<file path="config.mk">
export PLATFORM = sky130hd
export DESIGN_NAME = ram_access_arbiter
export DESIGN_NICKNAME = d
export VERILOG_FILES = /design/src/rtl/ram_ctrl_pkg.sv /design/src/rtl/rr_arbiter.sv /design/src/rtl/ram_access_arbiter.sv
export SDC_FILE = /design/constraint.sdc
export NUM_CORES = 1
export LEC_CHECK = 0
export CAP_MARGIN = 15
export CORE_MARGIN = 2
export CORE_UTILIZATION = 44
export CTS_CLUSTER_SIZE = 25
export DETAILED_ROUTE_END_ITERATION = 8
export PLACE_DENSITY = 0.85
export SLEW_MARGIN = 20
export SYNTH_ARGS = -nofsm -noshare
export SYNTH_HDL_FRONTEND = slang
export SYNTH_SLANG_ARGS = --single-unit
</file>
<file path="constraint.sdc">
create_clock -name clk -period 3.75 [get_ports clk]
set_clock_uncertainty 0.1 [all_clocks]
set_input_delay 0.75 -clock clk [delete_from_list [all_inputs] [get_ports clk]]
set_output_delay 0.75 -clock clk [all_outputs]
set_load 0.05 [all_outputs]
</file>
<file path="src/rtl/ram_ctrl_pkg.sv">
// Shared types and defaults for the RAM access arbiter: requester ids and
// the read-tag record that follows each read through the RAM latency.
package ram_ctrl_pkg;

    localparam int DEF_ADDR_WIDTH = 8;
    localparam int DEF_DATA_WIDTH = 8;
    localparam int DEF_RD_LAT     = 1;

    // Ids are sized for the largest supported requester count so the tag
    // type does not depend on a per-instance parameter.
    localparam int MAX_REQ  = 4;
    localparam int ID_WIDTH = $clog2(MAX_REQ);

    typedef logic [ID_WIDTH-1:0] req_id_t;

    typedef struct packed {
        logic    vld;
        req_id_t id;
    } rd_tag_t;

    function automatic req_id_t next_id(input req_id_t id, input int num_req);
        int n;
        n = int'(id) + 1;
        if (n >= num_req) begin
            n = 0;
        end
        return req_id_t'(n);
    endfunction

endpackage

</file>
<file path="src/rtl/rr_arbiter.sv">
// Round-robin arbiter: searches upward from the pointer with wrap-around,
// grants at most one requester per cycle and moves the pointer past the winner.
module rr_arbiter #(
    parameter int NUM_REQ = 2
) (
    input  logic                              clk,
    input  logic                              rst,
    input  logic [NUM_REQ-1:0]                req,
    output logic [NUM_REQ-1:0]                gnt,
    output logic [ram_ctrl_pkg::ID_WIDTH-1:0] gnt_id,
    output logic                              gnt_any,
    output logic [ram_ctrl_pkg::ID_WIDTH-1:0] ptr_o
);
    import ram_ctrl_pkg::*;

    req_id_t ptr_q;
    req_id_t ptr_d;

    always_ff @(posedge clk) begin
        if (rst) begin
            ptr_q <= '0;
        end else begin
            ptr_q <= ptr_d;
        end
    end

    always_comb begin
        ptr_d = ptr_q;
        if (gnt_any) begin
            ptr_d = next_id(gnt_id, NUM_REQ);
        end
    end

    // Distance k from the pointer is the priority; the first requesting
    // slot found at the smallest distance wins.
    always_comb begin
        gnt     = '0;
        gnt_id  = '0;
        gnt_any = 1'b0;
        if (!rst) begin
            for (int k = 0; k < NUM_REQ; k++) begin
                for (int i = 0; i < NUM_REQ; i++) begin
                    if (!gnt_any && req[i] && (((int'(ptr_q) + k) % NUM_REQ) == i)) begin
                        gnt_any = 1'b1;
                        gnt[i]  = 1'b1;
                        gnt_id  = req_id_t'(i);
                    end
                end
            end
        end
    end

    assign ptr_o = ptr_q;

endmodule

</file>
<file path="src/rtl/ram_access_arbiter.sv">
// Shares one single-port RAM between NUM_REQ requesters: one command per cycle,
// registered RAM strobes, and read data routed back to the issuing requester.
module ram_access_arbiter #(
    parameter int NUM_REQ    = 2,
    parameter int ADDR_WIDTH = ram_ctrl_pkg::DEF_ADDR_WIDTH,
    parameter int DATA_WIDTH = ram_ctrl_pkg::DEF_DATA_WIDTH,
    parameter int RD_LAT     = ram_ctrl_pkg::DEF_RD_LAT
) (
    input  logic                              clk,
    input  logic                              rst,
    input  logic [NUM_REQ-1:0]                req,
    input  logic [NUM_REQ-1:0]                req_we,
    input  logic [NUM_REQ*ADDR_WIDTH-1:0]     req_addr,
    input  logic [NUM_REQ*DATA_WIDTH-1:0]     req_wdata,
    output logic [NUM_REQ-1:0]                gnt,
    output logic [NUM_REQ-1:0]                rsp_valid,
    output logic [DATA_WIDTH-1:0]             rsp_data,
    output logic                              wr_enb,
    output logic [ADDR_WIDTH-1:0]             wr_addr,
    output logic [DATA_WIDTH-1:0]             wr_data,
    output logic                              rd_enb,
    output logic [ADDR_WIDTH-1:0]             rd_addr,
    input  logic [DATA_WIDTH-1:0]             rd_data,
    output logic [ram_ctrl_pkg::ID_WIDTH-1:0] dbg_rr_ptr_o
);
    import ram_ctrl_pkg::*;

    req_id_t gnt_id;
    logic    gnt_any;

    logic                  sel_we;
    logic [ADDR_WIDTH-1:0] sel_addr;
    logic [DATA_WIDTH-1:0] sel_wdata;
    logic                  issue_wr;
    logic                  issue_rd;

    logic                  wr_enb_q,  wr_enb_d;
    logic [ADDR_WIDTH-1:0] wr_addr_q, wr_addr_d;
    logic [DATA_WIDTH-1:0] wr_data_q, wr_data_d;
    logic                  rd_enb_q,  rd_enb_d;
    logic [ADDR_WIDTH-1:0] rd_addr_q, rd_addr_d;
    logic [NUM_REQ-1:0]    rsp_valid_q, rsp_valid_d;
    logic [DATA_WIDTH-1:0] rsp_data_q,  rsp_data_d;

    // Stage 0 lines up with rd_enb, stage RD_LAT with valid rd_data.
    rd_tag_t tag_q [RD_LAT+1];
    rd_tag_t tag_d [RD_LAT+1];

    rr_arbiter #(
        .NUM_REQ (NUM_REQ)
    ) u_rr_arbiter (
        .clk     (clk),
        .rst     (rst),
        .req     (req),
        .gnt     (gnt),
        .gnt_id  (gnt_id),
        .gnt_any (gnt_any),
        .ptr_o   (dbg_rr_ptr_o)
    );

    always_comb begin
        sel_we    = 1'b0;
        sel_addr  = '0;
        sel_wdata = '0;
        for (int i = 0; i < NUM_REQ; i++) begin
            if (gnt[i]) begin
                sel_we    = req_we[i];
                sel_addr  = req_addr[i*ADDR_WIDTH +: ADDR_WIDTH];
                sel_wdata = req_wdata[i*DATA_WIDTH +: DATA_WIDTH];
            end
        end
    end

    assign issue_wr = gnt_any & sel_we;
    assign issue_rd = gnt_any & ~sel_we;

    // Address/data registers only load on their own command so idle cycles
    // leave the RAM bus parked on its last value.
    always_comb begin
        wr_enb_d  = issue_wr;
        wr_addr_d = issue_wr ? sel_addr  : wr_addr_q;
        wr_data_d = issue_wr ? sel_wdata : wr_data_q;
        rd_enb_d  = issue_rd;
        rd_addr_d = issue_rd ? sel_addr  : rd_addr_q;

        tag_d[0].vld = issue_rd;
        tag_d[0].id  = gnt_id;
        for (int k = 1; k <= RD_LAT; k++) begin
            tag_d[k] = tag_q[k-1];
        end

        rsp_valid_d = '0;
        for (int i = 0; i < NUM_REQ; i++) begin
            if (tag_q[RD_LAT].vld && (int'(tag_q[RD_LAT].id) == i)) begin
                rsp_valid_d[i] = 1'b1;
            end
        end
        rsp_data_d = tag_q[RD_LAT].vld ? rd_data : rsp_data_q;
    end

    always_ff @(posedge clk) begin
        if (rst) begin
            wr_enb_q    <= 1'b0;
            wr_addr_q   <= '0;
            wr_data_q   <= '0;
            rd_enb_q    <= 1'b0;
            rd_addr_q   <= '0;
            rsp_valid_q <= '0;
            rsp_data_q  <= '0;
            for (int k = 0; k <= RD_LAT; k++) begin
                tag_q[k] <= '0;
            end
        end else begin
            wr_enb_q    <= wr_enb_d;
            wr_addr_q   <= wr_addr_d;
            wr_data_q   <= wr_data_d;
            rd_enb_q    <= rd_enb_d;
            rd_addr_q   <= rd_addr_d;
            rsp_valid_q <= rsp_valid_d;
            rsp_data_q  <= rsp_data_d;
            for (int k = 0; k <= RD_LAT; k++) begin
                tag_q[k] <= tag_d[k];
            end
        end
    end

    assign wr_enb    = wr_enb_q;
    assign wr_addr   = wr_addr_q;
    assign wr_data   = wr_data_q;
    assign rd_enb    = rd_enb_q;
    assign rd_addr   = rd_addr_q;
    assign rsp_valid = rsp_valid_q;
    assign rsp_data  = rsp_data_q;

    a_strobes_exclusive : assert property (@(posedge clk) !(wr_enb_q && rd_enb_q));
    a_gnt_onehot0       : assert property (@(posedge clk) $onehot0(gnt));

endmodule

</file>
======== Word-level counts from Yosys, hierarchy flattened ========
Memories as Yosys holds them, arrays and structs flattened.
Cells that the tools add are included.
word-level totals
  memory bits (writable) .................. 6
  logic and storage cells ................. 65
  bits of input ports ..................... 46
  register bits after elaboration ......... 38
  memories ................................ 1
memory list
  name   words  bits a word  rd ports  clocked after memory_dff  write ports  line                      source
  tag_q  2      3            2         0                         2            ram_access_arbiter.sv:46  rd_tag_t tag_q [RD_LAT+1];
cells by class
  mux-type cells .......................... 30
  reductions and logical operators ........ 15
  equality and inequality tests ........... 2
  magnitude comparators ................... 1
  bitwise gates (word level) .............. 6
  add/subtract/negate cells ............... 2
operator list
  cell                                                                count
  logical NOT 32 bit                                                  2
  two-way mux 8 bit                                                   4
  two-way mux 1 bit                                                   21
  logical AND 1 bit                                                   9
  two-way mux 2 bit                                                   3
  two-way mux 3 bit                                                   2
  == test 2 bit (second input constant)                               2
  adder 2 x 1 -> 3 bit (second input constant)                        1
  greater-or-equal comparator 3 x 2 -> 1 bit (second input constant)  1
  logical NOT 1 bit                                                   3
  bitwise AND 1 bit                                                   2
  logical NOT 2 bit                                                   1
  bitwise OR 1 bit                                                    2
  adder 1 bit (second input constant)                                 1
  bitwise AND 1 bit (first input constant)                            1
  inverter 1 bit                                                      1

======== Longest topological paths before layout ========
Gate-level depths: netlist (run 1).
  depth in word-level cells ............... 24
  gate-level depth with buffers ........... 6

======== Cells and area by module ========
Synthesis (run 1) repeated with hierarchy kept, for this count alone.
second synthesis, totals
  cells, all modules ...................... 165
  area, all modules ....................... 1691.6 µm²
modules (own cells, without submodules)
  module              times used  seq. area each (µm²)  area an instance (µm²)  cells each
  ram_access_arbiter  1           820.8                 1597.8                  153
  rr_arbiter          1           20.0                  93.8                    12

======== Worst setup path before layout (run 1) ========
No wires, ideal clock.
  path type ............................... flip-flop to output port
  start point ............................. reg u_rr_arbiter.ptr_q[0] (netlist: u_rr_arbiter.ptr_o[0])
  end point ............................... out gnt[1]
  data required time ...................... 2900 ps
  stages on the path, launching flop included .. 6
  setup slack ............................. 904 ps
  data arrival time ....................... 1996 ps
  path buffers ............................ 2
  cells stage by stage .................... dfxtp_1 -> nand2b_1 -> buf_2 -> clkbuf_1 -> nand2_1 -> nor2_1
on the way
  word-level cells in the longest chain between the ends .. 19
ends and longest elaborated chain
  element                         line                      source
  start, declared                 rr_arbiter.sv:16          req_id_t ptr_q;
  start signal, assigned          rr_arbiter.sv:23          ptr_q <= ptr_d;
  logical NOT 32 bit              rr_arbiter.sv:43          if (!gnt_any && req[i] && (((int'(ptr_q) + k) % NUM_REQ) == i)) begin
  logical AND 1 bit               rr_arbiter.sv:43
  two-way mux 1 bit               rr_arbiter.sv:43
  two-way mux 1 bit               rr_arbiter.sv:40          if (!rst) begin
  logical NOT 1 bit               rr_arbiter.sv:43
  logical AND 1 bit (2 in a row)  rr_arbiter.sv:43
  two-way mux 1 bit               rr_arbiter.sv:43
  two-way mux 1 bit               rr_arbiter.sv:40
  logical NOT 1 bit               rr_arbiter.sv:43
  logical AND 1 bit (2 in a row)  rr_arbiter.sv:43
  two-way mux 1 bit               rr_arbiter.sv:43
  two-way mux 1 bit               rr_arbiter.sv:40
  logical NOT 1 bit               rr_arbiter.sv:43
  logical AND 1 bit (2 in a row)  rr_arbiter.sv:43
  two-way mux 1 bit (*)           rr_arbiter.sv:43
  two-way mux 2 bit (*)           rr_arbiter.sv:40
  end, declared                   ram_access_arbiter.sv:15  output logic [NUM_REQ-1:0] gnt,
Mark *: on every way between the ends. The rest lies on a longest branch, timed or not. The select of a mux whose other input is x is not followed.

======== Worst setup path after layout (run 1) ========
  start point ............................. in req[1]
  end point ............................... out gnt[1]
on the way
  word-level cells in the longest chain between the ends .. 14
ends and longest elaborated chain
  element                         line                      source
  start, declared                 ram_access_arbiter.sv:11  input logic [NUM_REQ-1:0] req,
  logical AND 1 bit (2 in a row)  rr_arbiter.sv:43
  two-way mux 1 bit               rr_arbiter.sv:43
  two-way mux 1 bit               rr_arbiter.sv:40
  logical NOT 1 bit               rr_arbiter.sv:43
  logical AND 1 bit (2 in a row)  rr_arbiter.sv:43
  two-way mux 1 bit               rr_arbiter.sv:43
  two-way mux 1 bit               rr_arbiter.sv:40
  logical NOT 1 bit               rr_arbiter.sv:43
  logical AND 1 bit (2 in a row)  rr_arbiter.sv:43
  two-way mux 1 bit (*)           rr_arbiter.sv:43
  two-way mux 2 bit (*)           rr_arbiter.sv:40
Marked as above.

==> run summary, run 1 <==
The total routing usage reported by global routing came out at between 20% and 30%. The remaining routing DRC violations came out at 0. The number of nets with antenna violations after routing is 0. The relative area change from synthesis to final layout came out at 50.0%. The tree is rooted in a clkbuf_8. The measured slew at the worst slew-check pin is between 600 and 700 ps.

By count the netlist is led by dfxtp_1 (40), a221oi_1 (24), a211oi_2 (18), a32oi_1 (16). The cell count after synthesis came out at 166. In the post-synthesis netlist, the cell with the most instances is dfxtp_1.

The final route contains 1693 vias. The total setup buffers inserted after CTS is 0. The warning count from the yosys run is 0. The top cell type's share of synthesized area came out at approximately 44%. For the worst setup path, the data arrival time is a little over 2000 ps.

TritonCTS built the clock tree. The floorplan die area is between 4000 and 5000 µm². Headroom to the max-slew limit came out at between 50% and 60%. The synthesized flop and latch total is 40. The number of distinct library cells after synthesis came out at 24. In this run the worst hold path is classified as flip-flop to flip-flop.

In the final design database the tool counted around 280 nets. The clock latency on the worst-skew pair is between 200 and 300 ps. The total global routing overflow is 0. The total area inside the core boundary comes to around 4000 µm². The cell area power density came out at ~400 nW/µm².

The die span in x came out at 68.4 µm. The effective utilization at floorplan is about 46%. Max-cap violations in this run came to 0.

The count of endpoints failing hold in the final timing report came out at 0. The die height came out at just under 70 µm. The maximum clock frequency is approximately 350 MHz. The sequential element share of the synthesized area came out at between 40% and 50%. The final-layout fill cell count came out at roughly 320. The count of final max-slew check failures came out at 0. The clock period minus final worst setup slack came out at roughly 2900 ps. The worst setup path is captured at an output pin.

The total I/O pin count is 86. The count of TritonRoute iterations in the first routing pass came out at 4. The prevailing post-synth register cell is dfxtp_1. The netlist area before placement is ~1800 µm². The number of H-tree levels is 2. The async set-reset flop share out of synthesis is 0%. Once layout is complete, the cells apart from fillers number between 200 and 300. The global placement routability congestion came out at about 0.9. The mean area per synthesized cell is between 10 and 15 µm². dfxtp_1 takes more of the synthesized area than any other cell.

The TritonCTS buffer count is 5. Entering global routing, the biggest net connects 44 pins. The clock tree buffer depth came out at 2.

The flow ran to the end, and the final reports show no timing, DRC or antenna violations. The kind of start point of the critical path is an input port. After detailed routing, the number of vias per cell comes to about 5.9. The first global-routing pass estimated 7470 µm of wire. After synthesis, the cell types taking the most area are dfxtp_1 (44%), a211oi_2 (12%), a221oi_1 (12%). The initial antenna violation count was 0. The via count of the first global-routing pass was approximately 1500. The data required time at the worst endpoint came out at 2900 ps. The count of input and output buffers came out at 84. The critical path is of the input port to output pin type. The final wirelength came out at between 5000 and 6000 µm. The maximum vdd ir drop is roughly 0.00027 V. In this run the worst path has a maximum fanout of 20. The number of nets in the synthesized netlist is roughly 210. The post-placement cell count is around 280. The analysis attributes to cell leakage a power of ~0.00093 µW. Setup repair after global routing left no endpoint under its margin. The repair_antennas step left the layout with diodes totalling 0. Setup violations remaining at the end of the flow were counted as 0.

The number of synthesized flops with an enable pin is 0. The number of instances resized during post-cts repair is 0. The worst path uses 76.6% of the clock period. The total negative slack is 0 ps. Dividing the detail-routed wire length by the instance count gives ~17 µm. The cell row count is 23.

The count of clock tree sinks came out at 40. After legalization and detailed placement, the total HPWL measured about 3600 µm. The initial detailed-routing violation count came out at between 100 and 150.

The cts-stage hold buffer count is 0. The clock-pin slew on the worst setup and hold paths came out at roughly 80 ps. The fraction of final layout cells with drive strength greater than 1 is between 10% and 20%.
## state kept, by name, summed over array words and instances, names as in the netlist
name,flops
rsp_valid,2
rd_addr,8
wr_addr,8
wr_enb,1
u_rr_arbiter.ptr_o,1
wr_data,8
rsp_data,8
tag_q,4
## area by class of cell
cell class	instances	area, µm²	area share, %
sequential	40	801	29.3
clock inverter	2	10.0	0.366
tap	50	62.6	2.29
timing repair buffer	91	908	33.2
inverter	1	3.75	0.137
multi-input combinational	99	867	31.7
clock buffer	6	82.6	3.02
## placed cells by master, fill, tap and decap left out, drive strengths merged, types with 2 or more instances in the layout
master,instances
nand2b,2
a221oi,24
mux2i,8
nor2,10
clkdlybuf4s50,81
clkinv,2
buf,10
a32oi,16
a211oi,24
clkbuf,6
dfxtp,40
a22o,2
nor2b,6
## metal layers
layer / vias to the layer above / track usage, % / routed length (µm)
met5: - / 0 / 0
met4: 0 / 8.75 / 78
met3: 7 / 3.45 / 259
met2: 63 / 34.0 / 2520
met1: 822 / 29.0 / 2190
li1: 801 / - / -
## logic make-up after synthesis
family | share of synthesized area (%)
AO/OA/AOI/OAI | 35.9
flip-flops | 43.9
buffers and inverters | 8.92
AND/OR/NAND/NOR | 6.66
multiplexers | 4.39
other | 0.206
## final timing paths
check                                     start                      end  slack (ps)  depth (start not counted)
max                                      req[1]                   gnt[1]         880                          5
max reg2reg  u_rr_arbiter.ptr_o[0]$_SDFFE_PP0P_  wr_addr[2]$_SDFFE_PP0P_        1680                          5
min                      tag_q[0][3]$_SDFF_PP0_  rsp_valid[0]$_SDFF_PP0_         340                          1
min reg2reg              tag_q[0][3]$_SDFF_PP0_  rsp_valid[0]$_SDFF_PP0_         340                          1
## worst max-delay path: stages
cell and delay (ps):
clkdlybuf4s50_1 550, buf_4 270, nand2_1 100, nor2_1 190, buf_12 170
## where the power goes
group          leakage (µW)  total, µW  switching [µW]  internal (µW)
Clock             0.0000510        296             149            147
Combinational      0.000554        355             209            145
Sequential         0.000329        474            18.7            455
Total              0.000934       1120             377            747
## per-stage QoR
stage,hold WS [ps],power (µW),util (%),cell area (µm²),worst slack [ps]
after floorplan,288,711,-,1820,904
after global placement,301,830,66.1,2640,915
after detailed placement,331,836,66.1,2640,882
after CTS,342,1130,68.4,2740,878
after global routing,369,1170,68.4,2740,790
final,344,1120,68.4,2740,876
(Power assumes the default switching activity.)
==> run 2, diff against run 1 <==
- CORE_UTILIZATION: 44 -> 41
- PLACE_DENSITY: 0.85 -> 0.8
- clock period: 3.75 -> 2.7 ns (I/O delays scaled with it)
==> run 2 against run 1 <==
Effect of this change: final cell count increased by 2.1%; setup slack worse by 610 ps; routed wire length rose by 4.7%; final area is 2.8% higher.
==> run summary, run 2 (synthesized netlist as in run 1, its figures left out) <==
The sort of element at the end of the critical path is an output pin (unchanged). The cell area power density is 613 nW/µm² (was 411 nW/µm²). The total routing usage reported by global routing was 21.5% (about the same). The number of H-tree levels is 2 (unchanged). The first-pass GRT wire length was 8470 µm (was 7470 µm). The number of nets with antenna violations after routing is 0 (unchanged). The count of final setup violators came to 0 (unchanged). The count of final max-slew check failures is 0 (unchanged).

The capturing instance or port of the critical path was gnt[1] (unchanged). The depth of the worst register-to-register path came out at 4 (was 5). The clock tree buffer depth was 2 (unchanged).

The floorplan die area is 5000 µm² (was 4670 µm²). The TritonCTS buffer count is 5 (unchanged). The count of input and output buffers came out at 84 (unchanged). The reg-to-reg critical path endpoint was wr_data[2]$_SDFFE_PP0P_ (was wr_addr[2]$_SDFFE_PP0P_). The number of nets in the finished design was 289 (was 284). The worst relative slew slack is 46.6% (was 55.0%).

The count of endpoints failing hold in the final timing report is 0 (unchanged). The initial antenna violation count came out at 0 (unchanged). The effective utilization at floorplan was 42.2% (was 45.6%). The count of clock tree sinks is 40 (unchanged).

The overall via count from detail_route came out at 1712 (was 1693). Derived from the worst setup path, the maximum achievable clock frequency is around 410 MHz. The via count of the first global-routing pass is 1659 (was 1509). The clock-pin slew on the worst setup and hold paths is 70 ps (was 80 ps). The initial detailed-routing violation count came out at 157 (was 142). The die span in x is 70.7 µm (was 68.4 µm).

The minimum setup slack among reg-to-reg paths was 690 ps (was 1680 ps). The HPWL after detailed placement came out at 3670 µm (was 3640 µm). The total I/O pin count is 86 (unchanged). The data required time at the worst endpoint came to 2060 ps (was 2900 ps).

The standby leakage power is 0.000971 µW (was 0.000934 µW). The total negative slack is 0 ps (unchanged). The final standard cell utilization of the core was 65.0% (was 68.4%).

The count of TritonRoute iterations in the first routing pass was 4 (unchanged). The most common cell after layout, fill and taps aside is clkdlybuf4s50_1 (unchanged). The core footprint is 4320 µm² (was 4000 µm²). The final wirelength came out at 5280 µm (was 5050 µm).

The number of instances resized during post-cts repair is 0 (unchanged). The clock period minus final worst setup slack came out at approximately 2400 ps. The total global routing overflow came out at 0 (unchanged). The TritonCTS clock tree is yes (unchanged).

RSZ-0062 raised after global routing: false (unchanged). The total of max-cap violations is 0 (unchanged). The cell row count came out at 24 (was 23). The pin count of the biggest net entering global routing is 26 (was 44).

The kind of critical path was input port to output pin (unchanged). The remaining routing DRC violations was 0 (unchanged). The arrival time at the worst endpoint is 1790 ps (was 2020 ps). The measured slew at the worst slew-check pin was 801 ps (was 673 ps). The portion of the clock cycle consumed by the worst path in the final layout came out at between 80% and 90%. The final-layout fill cell count came out at 367 (was 317).

The root cell of the clock tree was clkbuf_8 (unchanged). The cts-stage hold buffer count is 0 (unchanged). Run status: finished, final reports clean (unchanged). The diode insertion count for antenna repair came out at 0 (unchanged). The beginning of the worst register-to-register path is u_rr_arbiter.ptr_o[0]$_SDFFE_PP0P_ (unchanged). The relative area change from synthesis to final layout came out at 54.2% (was 50.0%). The fraction of final layout cells with drive strength greater than 1 was 17.3% (was 15.9%). Top library cells by usage in the layout, fill and taps aside: clkdlybuf4s50_1 (81), dfxtp_1 (40), a221oi_1 (24) (unchanged). The clock latency on the worst-skew pair is 290 ps (about the same). The global placement routability congestion came to 0.725 (was 0.886). The via density per instance is 5.80 (was 5.86). The launching instance or port of the critical path was req[1] (unchanged). The die height came to 70.7 µm (was 68.4 µm). The kind of start point of the critical path is an input port (unchanged). The mean routed wirelength per cell came out at 17.9 µm (was 17.5 µm). The total setup buffers inserted after CTS is 0 (unchanged). The class of the most critical hold timing path is flip-flop to flip-flop (unchanged). The maximum vdd ir drop came out at 0.000346 V (was 0.000275 V). The largest fanout on the critical path is 7 (was 20).
run 2: cell types whose count changed in the layout (fill, tap and decap cells not counted), sizes merged:
cell	change
buf	+5
bufinv	+2
clkinv	-2
clkbuf	-1
run 2: cell type report:
type	count	area, µm²	share of cell area [%]
timing repair buffer	96	946	33.6
multi-input combinational	99	867	30.8
sequential	40	801	28.5
clock buffer	5	68.8	2.45
tap	52	65.1	2.31
clock inverter	2	60.1	2.14
inverter	1	3.75	0.134
run 2: critical path, stage by stage:
cell and delay, ps:
clkdlybuf4s50_1 580, buf_4 200, nand2_1 100, nor2_1 190, buf_12 170
run 2: worst min-delay path by stage:
stage                         endpoint  cells past startpoint  slack (ps)                   start
3_5_place_dp   rsp_valid[0]$_SDFF_PP0_                      1         310  tag_q[0][3]$_SDFF_PP0_
5_1_grt        rsp_valid[0]$_SDFF_PP0_                      1         360  tag_q[0][3]$_SDFF_PP0_
6_report       rsp_valid[0]$_SDFF_PP0_                      1         320  tag_q[0][3]$_SDFF_PP0_
2_1_floorplan  rsp_valid[0]$_SDFF_PP0_                      1         290  tag_q[0][3]$_SDFF_PP0_
3_3_place_gp   rsp_valid[0]$_SDFF_PP0_                      1         300  tag_q[0][3]$_SDFF_PP0_
4_1_cts        rsp_valid[0]$_SDFF_PP0_                      1         320  tag_q[0][3]$_SDFF_PP0_
run 2: report_power, final:
part           leakage, µW  total, µW  internal [µW]  switching, µW
combinational     0.000578        501            207            293
clock            0.0000642        564            364            200
sequential        0.000329        658            632           26.3
total             0.000971       1720           1200            520
run 2: metrics by stage:
step	total power (µW)	instance area, µm²	hold slack, ps	setup slack, ps	cells
floorplan	988	1820	288	63.8	166
global placement	1160	2680	301	296	288
detailed placement	1170	2680	310	248	288
CTS	1730	2810	321	271	295
global route	1780	2810	358	186	295
finish	1720	2810	321	271	295
run 2: metal layers:
metal,track usage [%],part of all wire (%)
met5,0,0
met4,6.92,1.7
met3,4.70,5.5
met2,35.4,49
met1,28.0,43
